<file path="src/rtl/prelude_debug_ctrl.sv">
// Boot and debug sequencer for the Prelude 8-bit CPU: loads program memory from a
// host byte-command stream and gates core execution (run, halt, step, breakpoint).
module prelude_debug_ctrl #(
  parameter int unsigned ADDR_W = 8,
  parameter int unsigned DATA_W = 8
) (
  input  logic              clk,
  input  logic              reset,
  input  logic              cmd_valid,
  output logic              cmd_ready,
  input  logic [2:0]        cmd_op,
  input  logic [DATA_W-1:0] cmd_data,
  output logic              resp_valid,
  input  logic              resp_ready,
  output logic [DATA_W-1:0] resp_data,
  input  logic [ADDR_W-1:0] pc,
  output logic              cpu_reset,
  output logic              cpu_en,
  output logic              prog_we,
  output logic [ADDR_W-1:0] prog_addr,
  output logic [DATA_W-1:0] prog_wdata,
  output logic              halted,
  output logic              bp_hit,
  output logic              err
);

  localparam logic [2:0] OP_LOAD_MODE = 3'd0;
  localparam logic [2:0] OP_SET_PTR   = 3'd1;
  localparam logic [2:0] OP_WRITE     = 3'd2;
  localparam logic [2:0] OP_RUN       = 3'd3;
  localparam logic [2:0] OP_HALT      = 3'd4;
  localparam logic [2:0] OP_STEP      = 3'd5;
  localparam logic [2:0] OP_SET_BP    = 3'd6;
  localparam logic [2:0] OP_BP_RDPC   = 3'd7;

  typedef enum logic [1:0] {
    ST_LOAD     = 2'd0,
    ST_HALTED   = 2'd1,
    ST_RUNNING  = 2'd2,
    ST_STEPPING = 2'd3
  } state_t;

  state_t            state, state_d, base_state;
  logic [ADDR_W-1:0] ptr, ptr_d;
  logic [ADDR_W-1:0] bp_addr, bp_addr_d;
  logic              bp_en, bp_en_d;
  logic              skip, skip_d;
  logic [DATA_W-1:0] count, count_d;
  logic              prog_we_d;
  logic [ADDR_W-1:0] prog_addr_d;
  logic [DATA_W-1:0] prog_wdata_d;
  logic              resp_valid_d;
  logic [DATA_W-1:0] resp_data_d;
  logic              err_d;
  logic              active, bp_match, accept, base_idle;

  // Execution gating is combinational so the core stops before the breakpoint instruction.
  always_comb begin
    active    = (state == ST_RUNNING) || (state == ST_STEPPING);
    bp_match  = active && bp_en && (pc == bp_addr) && !skip;
    cpu_en    = active && !bp_match;
    cmd_ready = !resp_valid;
    accept    = cmd_valid && cmd_ready;
  end

  // Next state: execution events (step completion, breakpoint) first, then the command.
  always_comb begin
    base_state   = state;
    ptr_d        = ptr;
    bp_addr_d    = bp_addr;
    bp_en_d      = bp_en;
    skip_d       = skip;
    count_d      = count;
    prog_we_d    = 1'b0;
    prog_addr_d  = prog_addr;
    prog_wdata_d = prog_wdata;
    resp_valid_d = resp_valid;
    resp_data_d  = resp_data;
    err_d        = 1'b0;

    if (cpu_en) begin
      skip_d = 1'b0;
      if (state == ST_STEPPING) begin
        count_d = count - DATA_W'(1);
        if (count == DATA_W'(1)) base_state = ST_HALTED;
      end
    end
    if (bp_match) base_state = ST_HALTED;

    state_d   = base_state;
    base_idle = (base_state == ST_LOAD) || (base_state == ST_HALTED);

    if (resp_valid && resp_ready) resp_valid_d = 1'b0;

    if (accept) begin
      case (cmd_op)
        OP_LOAD_MODE: begin
          state_d = ST_LOAD;
          skip_d  = 1'b0;
        end
        OP_SET_PTR: ptr_d = ADDR_W'(cmd_data);
        OP_WRITE: begin
          if (base_idle) begin
            prog_we_d    = 1'b1;
            prog_addr_d  = ptr;
            prog_wdata_d = cmd_data;
            ptr_d        = ptr + ADDR_W'(1);
          end else begin
            err_d = 1'b1;
          end
        end
        OP_RUN: begin
          if (base_state != ST_RUNNING) state_d = ST_RUNNING;
          if (base_state == ST_HALTED) skip_d = 1'b1;
        end
        OP_HALT: begin
          if (!base_idle) state_d = ST_HALTED;
        end
        OP_STEP: begin
          if (cmd_data != '0) begin
            state_d = ST_STEPPING;
            count_d = cmd_data;
            if (base_state == ST_HALTED) skip_d = 1'b1;
          end
        end
        OP_SET_BP: begin
          bp_addr_d = ADDR_W'(cmd_data);
          bp_en_d   = 1'b1;
        end
        OP_BP_RDPC: begin
          if (cmd_data[0]) begin
            resp_valid_d = 1'b1;
            resp_data_d  = DATA_W'(pc);
          end else begin
            bp_en_d = 1'b0;
          end
        end
        default: ;
      endcase
    end
  end

  always_ff @(posedge clk or posedge reset) begin
    if (reset) begin
      state      <= ST_LOAD;
      ptr        <= '0;
      bp_addr    <= '0;
      bp_en      <= 1'b0;
      skip       <= 1'b0;
      count      <= '0;
      prog_we    <= 1'b0;
      prog_addr  <= '0;
      prog_wdata <= '0;
      resp_valid <= 1'b0;
      resp_data  <= '0;
      cpu_reset  <= 1'b1;
      halted     <= 1'b1;
      bp_hit     <= 1'b0;
      err        <= 1'b0;
    end else begin
      state      <= state_d;
      ptr        <= ptr_d;
      bp_addr    <= bp_addr_d;
      bp_en      <= bp_en_d;
      skip       <= skip_d;
      count      <= count_d;
      prog_we    <= prog_we_d;
      prog_addr  <= prog_addr_d;
      prog_wdata <= prog_wdata_d;
      resp_valid <= resp_valid_d;
      resp_data  <= resp_data_d;
      cpu_reset  <= (state_d == ST_LOAD);
      halted     <= (state_d == ST_LOAD) || (state_d == ST_HALTED);
      bp_hit     <= bp_match;
      err        <= err_d;
    end
  end

endmodule

</file>
<file path="config.mk">
export PLATFORM = sky130hd
export DESIGN_NAME = prelude_debug_ctrl
export DESIGN_NICKNAME = d
export VERILOG_FILES = /design/src/rtl/prelude_debug_ctrl.sv
export SDC_FILE = /design/constraint.sdc
export NUM_CORES = 1
export LEC_CHECK = 0
export CAP_MARGIN = 20
export CORE_ASPECT_RATIO = 0.5
export CORE_MARGIN = 2
export CORE_UTILIZATION = 30
export DETAILED_ROUTE_END_ITERATION = 6
export DONT_BUFFER_PORTS = 1
export PLACE_DENSITY = 0.55
export REMOVE_ABC_BUFFERS = 1
export SETUP_SLACK_MARGIN = 0.05
export SLEW_MARGIN = 10
export SYNTH_ARGS = -nofsm -noshare
export SYNTH_HDL_FRONTEND = slang
export SYNTH_SLANG_ARGS = --single-unit
export TNS_END_PERCENT = 5
</file>
<file path="constraint.sdc">
create_clock -name clk -period 2.6 [get_ports clk]
set_input_delay 0.39 -clock clk [delete_from_list [all_inputs] [get_ports clk]]
set_output_delay 0.39 -clock clk [all_outputs]
set_load 0.01 [all_outputs]
</file>
==> key figures, run 1 <==
Outcome
  – Status: completed

Critical path
  – Setup crit end kind: primary output
  – WP data arrival: 1.81 ns
  – Worst r2r src: count[0]
  – Critical setup path kind: flip-flop to primary output
  – Crit start category: flip-flop
  – Max FO, Critical Path: 7
  – Worst setup startpoint: bp_addr[7]
  – Worst Reg2Reg Path Length in Cells: 5
  – Worst EP required: 2.21 ns

Timing
  – Max Freq: 0.454 GHz
  – Max Clock Skew: 0.0102 ns
  – Slew @ Worst Pin: 0.885 ns
  – Max Slew Vio Count: 0
  – Total negative slack: 0 ns
  – RSZ-0062 raised after global routing: false
  – Fin crit share: 84.7%
  – Final Setup Violations: 0
  – Final Hold Vio Count: 0
  – Fin crit period: 2.20 ns
  – Worst rel slew slack: 40.9%

Global route
  – Remaining global-route overflow: 0
  – Global-route wire length before repair: 10800 um
  – Vias in the first global route: 1977
  – Initial antenna violation count: 0
  – Largest net degree at the start of global routing: 43
  – GRT Util Overall: 13.8%

Synth
  – Gate count after technology mapping: 259
  – Seq cells post-synth: 58
  – Post-synth ARST share: 100%
  – Top cells by area, synth: dfrtp_1, mux2_2, nor2_1, a21oi_1, xor2_1
  – Top cell types by occurrence after synthesis: dfrtp_1, mux2_2, nor2_1
  – Most common cell in the netlist: dfrtp_1
  – Netlist Area Pre-Place: 2910 sq um
  – Synth cell types: 55
  – Syn_area_per_cell: 11.2 sq um
  – Area leader, netlist: dfrtp_1
  – Ys flop type: dfrtp_1
  – Synthesis Warnings: 0
  – Register area share after synthesis: 50.0%
  – Synth top area share: 48.2%
  – Number of synthesized flops with an enable pin: 0

Final layout
  – Area growth, synth to finish: 16.4%
  – Ant diodes: 0
  – Fillcell total: 907
  – Multi-input logic area: 1350 sq um
  – Nets: 292
  – Post-route non-filler standard cell count: 406
  – Share of cells above drive strength 1: 24.0%
  – Sequential standard cell area: 1450 sq um

Floorplan
  – Die X: 143 um
  – Rows: 25
  – Core Area: 9450 sq um
  – Initial Utilization: 30.8%
  – Die ar.: 10500 sq um
  – Die Y: 73.6 um
  – Number of I/O pins: 55

CTS
  – Post-CTS setup buffers: 0
  – Clock transition at path regs: 0.06 ns
  – CTS Buf Count: 9
  – CTS H-tree depth: 3
  – CTS tree: yes
  – # hold bufs at CTS: 0
  – Clock Latency Late Sink: 0.33 ns
  – CTS root buf: clkbuf_16
  – Clock Sinks: 58
  – Post_cts resized: 0
  – Bufs on Longest Clock Path: 2

Detailed routing
  – Wire per inst: 16.8 um
  – Total Routed Length: 6820 um
  – DRT iter0 DRCs: 285
  – Drt pass-1 iters: 4
  – Routed Antenna Nets: 0
  – Vias per cell: 4.96
  – Routed vias: 2015
  – DR DRC count: 0

Pwr
  – Leak: 1.45 nW
  – VDD IR max: 0.000417 V
  – P per Cell Area: 1030 nW/um^2
  – PnR Total Power: 3.49 mW

Run
  – Number of max-cap violations: 0

Placed design
  – Placed Cells incl. Taps: 390
  – RePlAce Congestion: 0.854
  – Dpl hpwl: 4720 um
  – Port bufs: 0

Worst hold path
  – HP Class: primary input to async pin
## cells by family (layout without fill, tap and decap cells)
family	count (synthesis)	in the layout	synth area share [%]
muxes	33	33	13.0
AOI/OAI and AO/OA	56	56	13.5
buffers and inverters	21	33	3.53
DFF	58	58	50.0
adders and majority gates	3	3	1.29
and+or+nand+nor	78	78	15.7
xor gates and xnor gates	10	10	3.01
## power breakdown
part | total (mW) | internal, mW | switching, mW
registers | 1.53 | 1.20 | 0.321
clock network | 1.28 | 0.865 | 0.418
logic | 0.683 | 0.344 | 0.339
## routing by layer
| metal | track usage (%) | share of wire [%] | vias up |
|---|---|---|---|
| met5 | 0 | 0 | - |
| met4 | 5.01 | 1.7 | 0 |
| met3 | 5.28 | 5.0 | 7 |
| met2 | 21.3 | 47 | 46 |
| met1 | 17.8 | 46 | 996 |
| li1 | - | - | 966 |
## final cells by class
| type | instances | share of cell area (%) |
|---|---|---|
| Inverter | 12 | 1.33 |
| Clock buffer | 10 | 7.06 |
| Sequential cell | 58 | 42.9 |
| Timing Repair Buffer | 5 | 1.11 |
| Tap cell | 135 | 4.99 |
| Clock inverter | 6 | 2.66 |
| Multi-Input combinational cell | 180 | 39.9 |
## cells in the final DEF (no fill, tap or decap), drive strengths merged, types with 3 or more instances in the layout
master	synthesis	final
dfrtp	56	56
mux2	32	32
nor2	25	25
a21oi	14	14
inv	12	12
nand2	11	11
clkbuf	5	10
o21ai	9	9
xor2	8	8
nand3	7	7
a31oi	7	7
o22a	6	6
buf	4	5
nand4	5	5
and3	4	4
nand2b	4	4
nor4	4	4
nand3b	3	3
a311o	3	3
ha	3	3
nor3	3	3
and2	3	3
clkinv	0	3
## state kept, by name (all words and copies together), names as in the netlist, 2 cells and up
| name | flops |
|---|---|
| state | 2 |
| ptr | 8 |
| resp_data | 8 |
| prog_addr | 8 |
| count | 8 |
| bp_addr | 8 |
| prog_wdata | 8 |
## worst paths after layout
kind | endpoint | slack (ns)
max in group asynchronous | prog_wdata[1] | 1.78
hold / removal | bp_addr[6] | 0.13
setup reg to reg | prog_wdata[2] | 0.46
min in group clk | resp_valid | 0.15
setup / recovery | cpu_en | 0.40
hold reg to reg | bp_addr[1] | 0.53
## critical path, stage by stage, from the launching register on
cell and delay [ns]:
dfrtp_1 0.38, xor2_1 0.19, nor3_4 0.39, and3_1 0.39
nor2_1 0.13
## per-stage QoR
stage               hold slack [ns]  util, %  setup slack, ns  instance area, sq um
finish                        0.131     35.8            0.397                  3390
global route                  0.147     35.8            0.278                  3390
detailed placement            0.494     32.4            0.472                  3060
floorplan                     0.473        -            0.614                  2850
CTS                           0.144     35.8            0.398                  3390
global placement              0.490     32.4            0.527                  3060
No activity file was read; power rests on OpenSTA's default activity.
==> inputs of run 2 (changes only) <==
- PLACE_DENSITY: 0.55 -> 0.56
- clock period: 2.6 -> 2 ns (I/O delays scaled with it)
==> run 2 against run 1 <==
Against the previous run:
- critical path depth rose by 1
- highest routed layer unchanged
- largest power group unchanged
- die area did not move
- register-to-register slack got worse by 0.38 ns
- critical endpoint unchanged
- worst hold slack got worse by 0.055 ns
==> key figures, run 2 (synthesized netlist as in run 1, its figures left out) <==
Timing
  – Final Setup Violations: 0 (unchanged)
  – Fin crit share: 97.7%
  – Max Clock Skew: 0.00652 ns (was 0.0102 ns)
  – Max Freq: 0.512 GHz
  – Final Hold Vio Count: 0 (unchanged)
  – Hold WS: 0.0757 ns (was 0.131 ns)
  – Worst rel slew slack: 63.0% (was 40.9%)
  – Slew @ Worst Pin: 0.549 ns (was 0.885 ns)
  – Max Slew Vio Count: 0 (unchanged)
  – RSZ-0062 raised after global routing: true (was false)
  – Fin crit period: 1.95 ns

Final layout
  – Area growth, synth to finish: 23.3% (was 16.4%)
  – Sequential standard cell area: 1450 sq um (unchanged)
  – Most frequent cells in the layout: dfrtp_1, mux2_2, nor2_1, buf_4, a21oi_1 (was dfrtp_1, mux2_2, nor2_1, a21oi_1)
  – Share of cells above drive strength 1: 31.0% (was 24.0%)
  – Commonest non-fill, non-tap cell in the layout: dfrtp_1 (unchanged)
  – Post-route cell area: 3590 sq um (was 3390 sq um)
  – Multi-input logic area: 1420 sq um (was 1350 sq um)
  – Ant diodes: 0 (unchanged)
  – Nets: 310 (was 292)
  – Fillcell total: 915 (was 907)

Global route
  – Remaining global-route overflow: 0 (unchanged)
  – Largest net degree at the start of global routing: 38 (was 43)
  – Initial antenna violation count: 0 (unchanged)
  – Vias in the first global route: 2172 (was 1977)
  – GRT Util Overall: 14.2% (was 13.8%)
  – Global-route wire length before repair: 11400 um (was 10800 um)

Detailed routing
  – Routed vias: 2141 (was 2015)
  – Drt pass-1 iters: 4 (unchanged)
  – Vias per cell: 5.07 (was 4.96)
  – DRT iter0 DRCs: 157 (was 285)
  – Wire per inst: 17.0 um (was 16.8 um)
  – Met3 WL: 325 um (was 338 um)
  – Met2 WL: 3520 um (was 3230 um)
  – Top Metal Used: met4 (unchanged)
  – Total Routed Length: 7160 um (was 6820 um)
  – WL met1: 3160 um (was 3140 um)
  – Routed Antenna Nets: 0 (unchanged)
  – DR DRC count: 0 (unchanged)

CTS
  – Clock Sinks: 58 (unchanged)
  – Bufs on Longest Clock Path: 2 (unchanged)
  – CTS tree: yes (unchanged)
  – CTS Buf Count: 9 (unchanged)
  – CTS H-tree depth: 3 (unchanged)
  – Clock transition at path regs: 0.05 ns (was 0.06 ns)
  – Clock Latency Late Sink: 0.32 ns (was 0.33 ns)
  – CTS root buf: clkbuf_16 (unchanged)

Floorplan
  – Die ar.: 10500 sq um (unchanged)
  – Initial Utilization: 30.8% (unchanged)
  – Core Area: 9450 sq um (unchanged)
  – Die Y: 73.6 um (unchanged)
  – Number of I/O pins: 55 (unchanged)
  – Die X: 143 um (unchanged)
  – Rows: 25 (unchanged)

Pwr
  – VDD IR max: 0.000442 V (was 0.000417 V)
  – Leak: 1.55 nW (was 1.45 nW)
  – P per Cell Area: 1270 nW/um^2 (was 1030 nW/um^2)
  – PnR Total Power: 4.55 mW (was 3.49 mW)

Outcome
  – Status: completed (unchanged)

Critical path
  – Crit start category: flip-flop (unchanged)
  – Worst EP required: 1.70 ns (was 2.21 ns)
  – WP data arrival: 1.65 ns (was 1.81 ns)
  – Max FO, Critical Path: 4 (was 7)
  – Worst path cell trace: xor2_2 > nor4_2 > and3_4 > buf_6 > nor2_1 (was xor2_1 > nor3_4 > and3_1 > nor2_1)
  – Critical setup path kind: flip-flop to primary output (unchanged)
  – Setup crit end kind: primary output (unchanged)
  – Top delay family on crit path: simple AND/OR/NAND/NOR gates (unchanged)
  – Max incr delay on CP: 0.40 ns (was 0.39 ns)
  – CP Buf/Inv Count: 1 (was 0)
  – R2R Setup Slk: 0.08 ns (was 0.46 ns)
  – Worst path slowest cell: dfrtp_1 (was nor3_4)

Worst hold path
  – HP Class: primary input to flip-flop (was primary input to async pin)

Placed design
  – Dpl hpwl: 5080 um (was 4720 um)
  – RePlAce Congestion: 0.856 (was 0.854)
  – Placed cell areas: 3170 sq um (was 3060 sq um)
  – Port bufs: 0 (unchanged)

Run
  – Number of max-cap violations: 0 (unchanged)
==> run 2: changes by cell type in the layout (fill, tap and decap cells not counted), moves of 2 or more <==
cell / before / now
buf_12: 0 / 2
buf_4: 5 / 18
buf_6: 0 / 2
clkinv_4: 2 / 0
xor2_1: 8 / 6
xor2_2: 0 / 2
==> run 2: worst paths after layout <==
kind,start,to,cells after the start
max in group asynchronous,reset,prog_wdata[2],3
min in group asynchronous,reset,resp_data[2],2
setup reg to reg,count[1],prog_addr[3],8
setup / recovery,bp_addr[6],cpu_en,5
hold / removal,resp_ready,resp_valid,1
hold reg to reg,bp_addr[1],bp_addr[1],1
==> run 2: what timing repair did <==
| item | 4_1_cts | 5_1_grt |
|---|---|---|
| buffers inserted | 2 | 2 |
| pin swaps | 2 | 3 |
| resized for setup | 1 | 14 |
| endpoints found under the hold margin | 19 | 0 |
| hold buffers | 1 | 0 |
| gates cloned | 0 | 0 |
| setup endpoints to repair | 23 | 13 |
==> run 2: layout make-up <==
cell class                 count  share of cell area (%)
sequential                    58                    40.5
multi-input combinational    180                    39.5
clock buffer                  11                    7.05
timing repair buffer          23                    5.79
tap                          135                    4.71
inverter                      12                    1.26
clock inverter                 3                    1.12
==> run 2: power breakdown <==
group | internal [mW] | total (mW) | switching (mW)
registers | 1.57 | 2.00 | 0.430
logic | 0.559 | 1.05 | 0.488
clock network | 1.01 | 1.50 | 0.493
==> run 2: per-layer routing <==
| layer | global-route usage (%) | vias up |
|---|---|---|
| met2 | 23.5 | 57 |
| met4 | 5.01 | 0 |
| li1 | - | 992 |
| met1 | 17.8 | 1080 |
| met5 | 0 | - |
| met3 | 4.37 | 12 |
==> run 2: metrics by stage <==
| stage | setup WS, ns | TNS (ns) | utilization (%) | std cells |
|---|---|---|---|---|
| after global routing | -0.0155 | -0.0155 | 38.0 | 422 |
| final | 0.0457 | 0 | 38.0 | 422 |
| after detailed placement | -0.0618 | -0.727 | 33.5 | 403 |
| after CTS | 0.00158 | 0 | 37.1 | 420 |
| after floorplan | 0.0137 | 0 | - | 250 |
| after global placement | 0.0199 | 0 | 33.5 | 403 |
==> run 2: worst reg2reg max path: cells and delay by family (launching register included) <==
kind	cells	cell delay, ns
multiplexers	1	0.35
AND/OR/NAND/NOR	1	0.16
adder cells (fa/ha/maj)	1	0.16
buffers and inverters	3	0.38
AO/OA/AOI/OAI	2	0.39
flip-flops	1	0.38
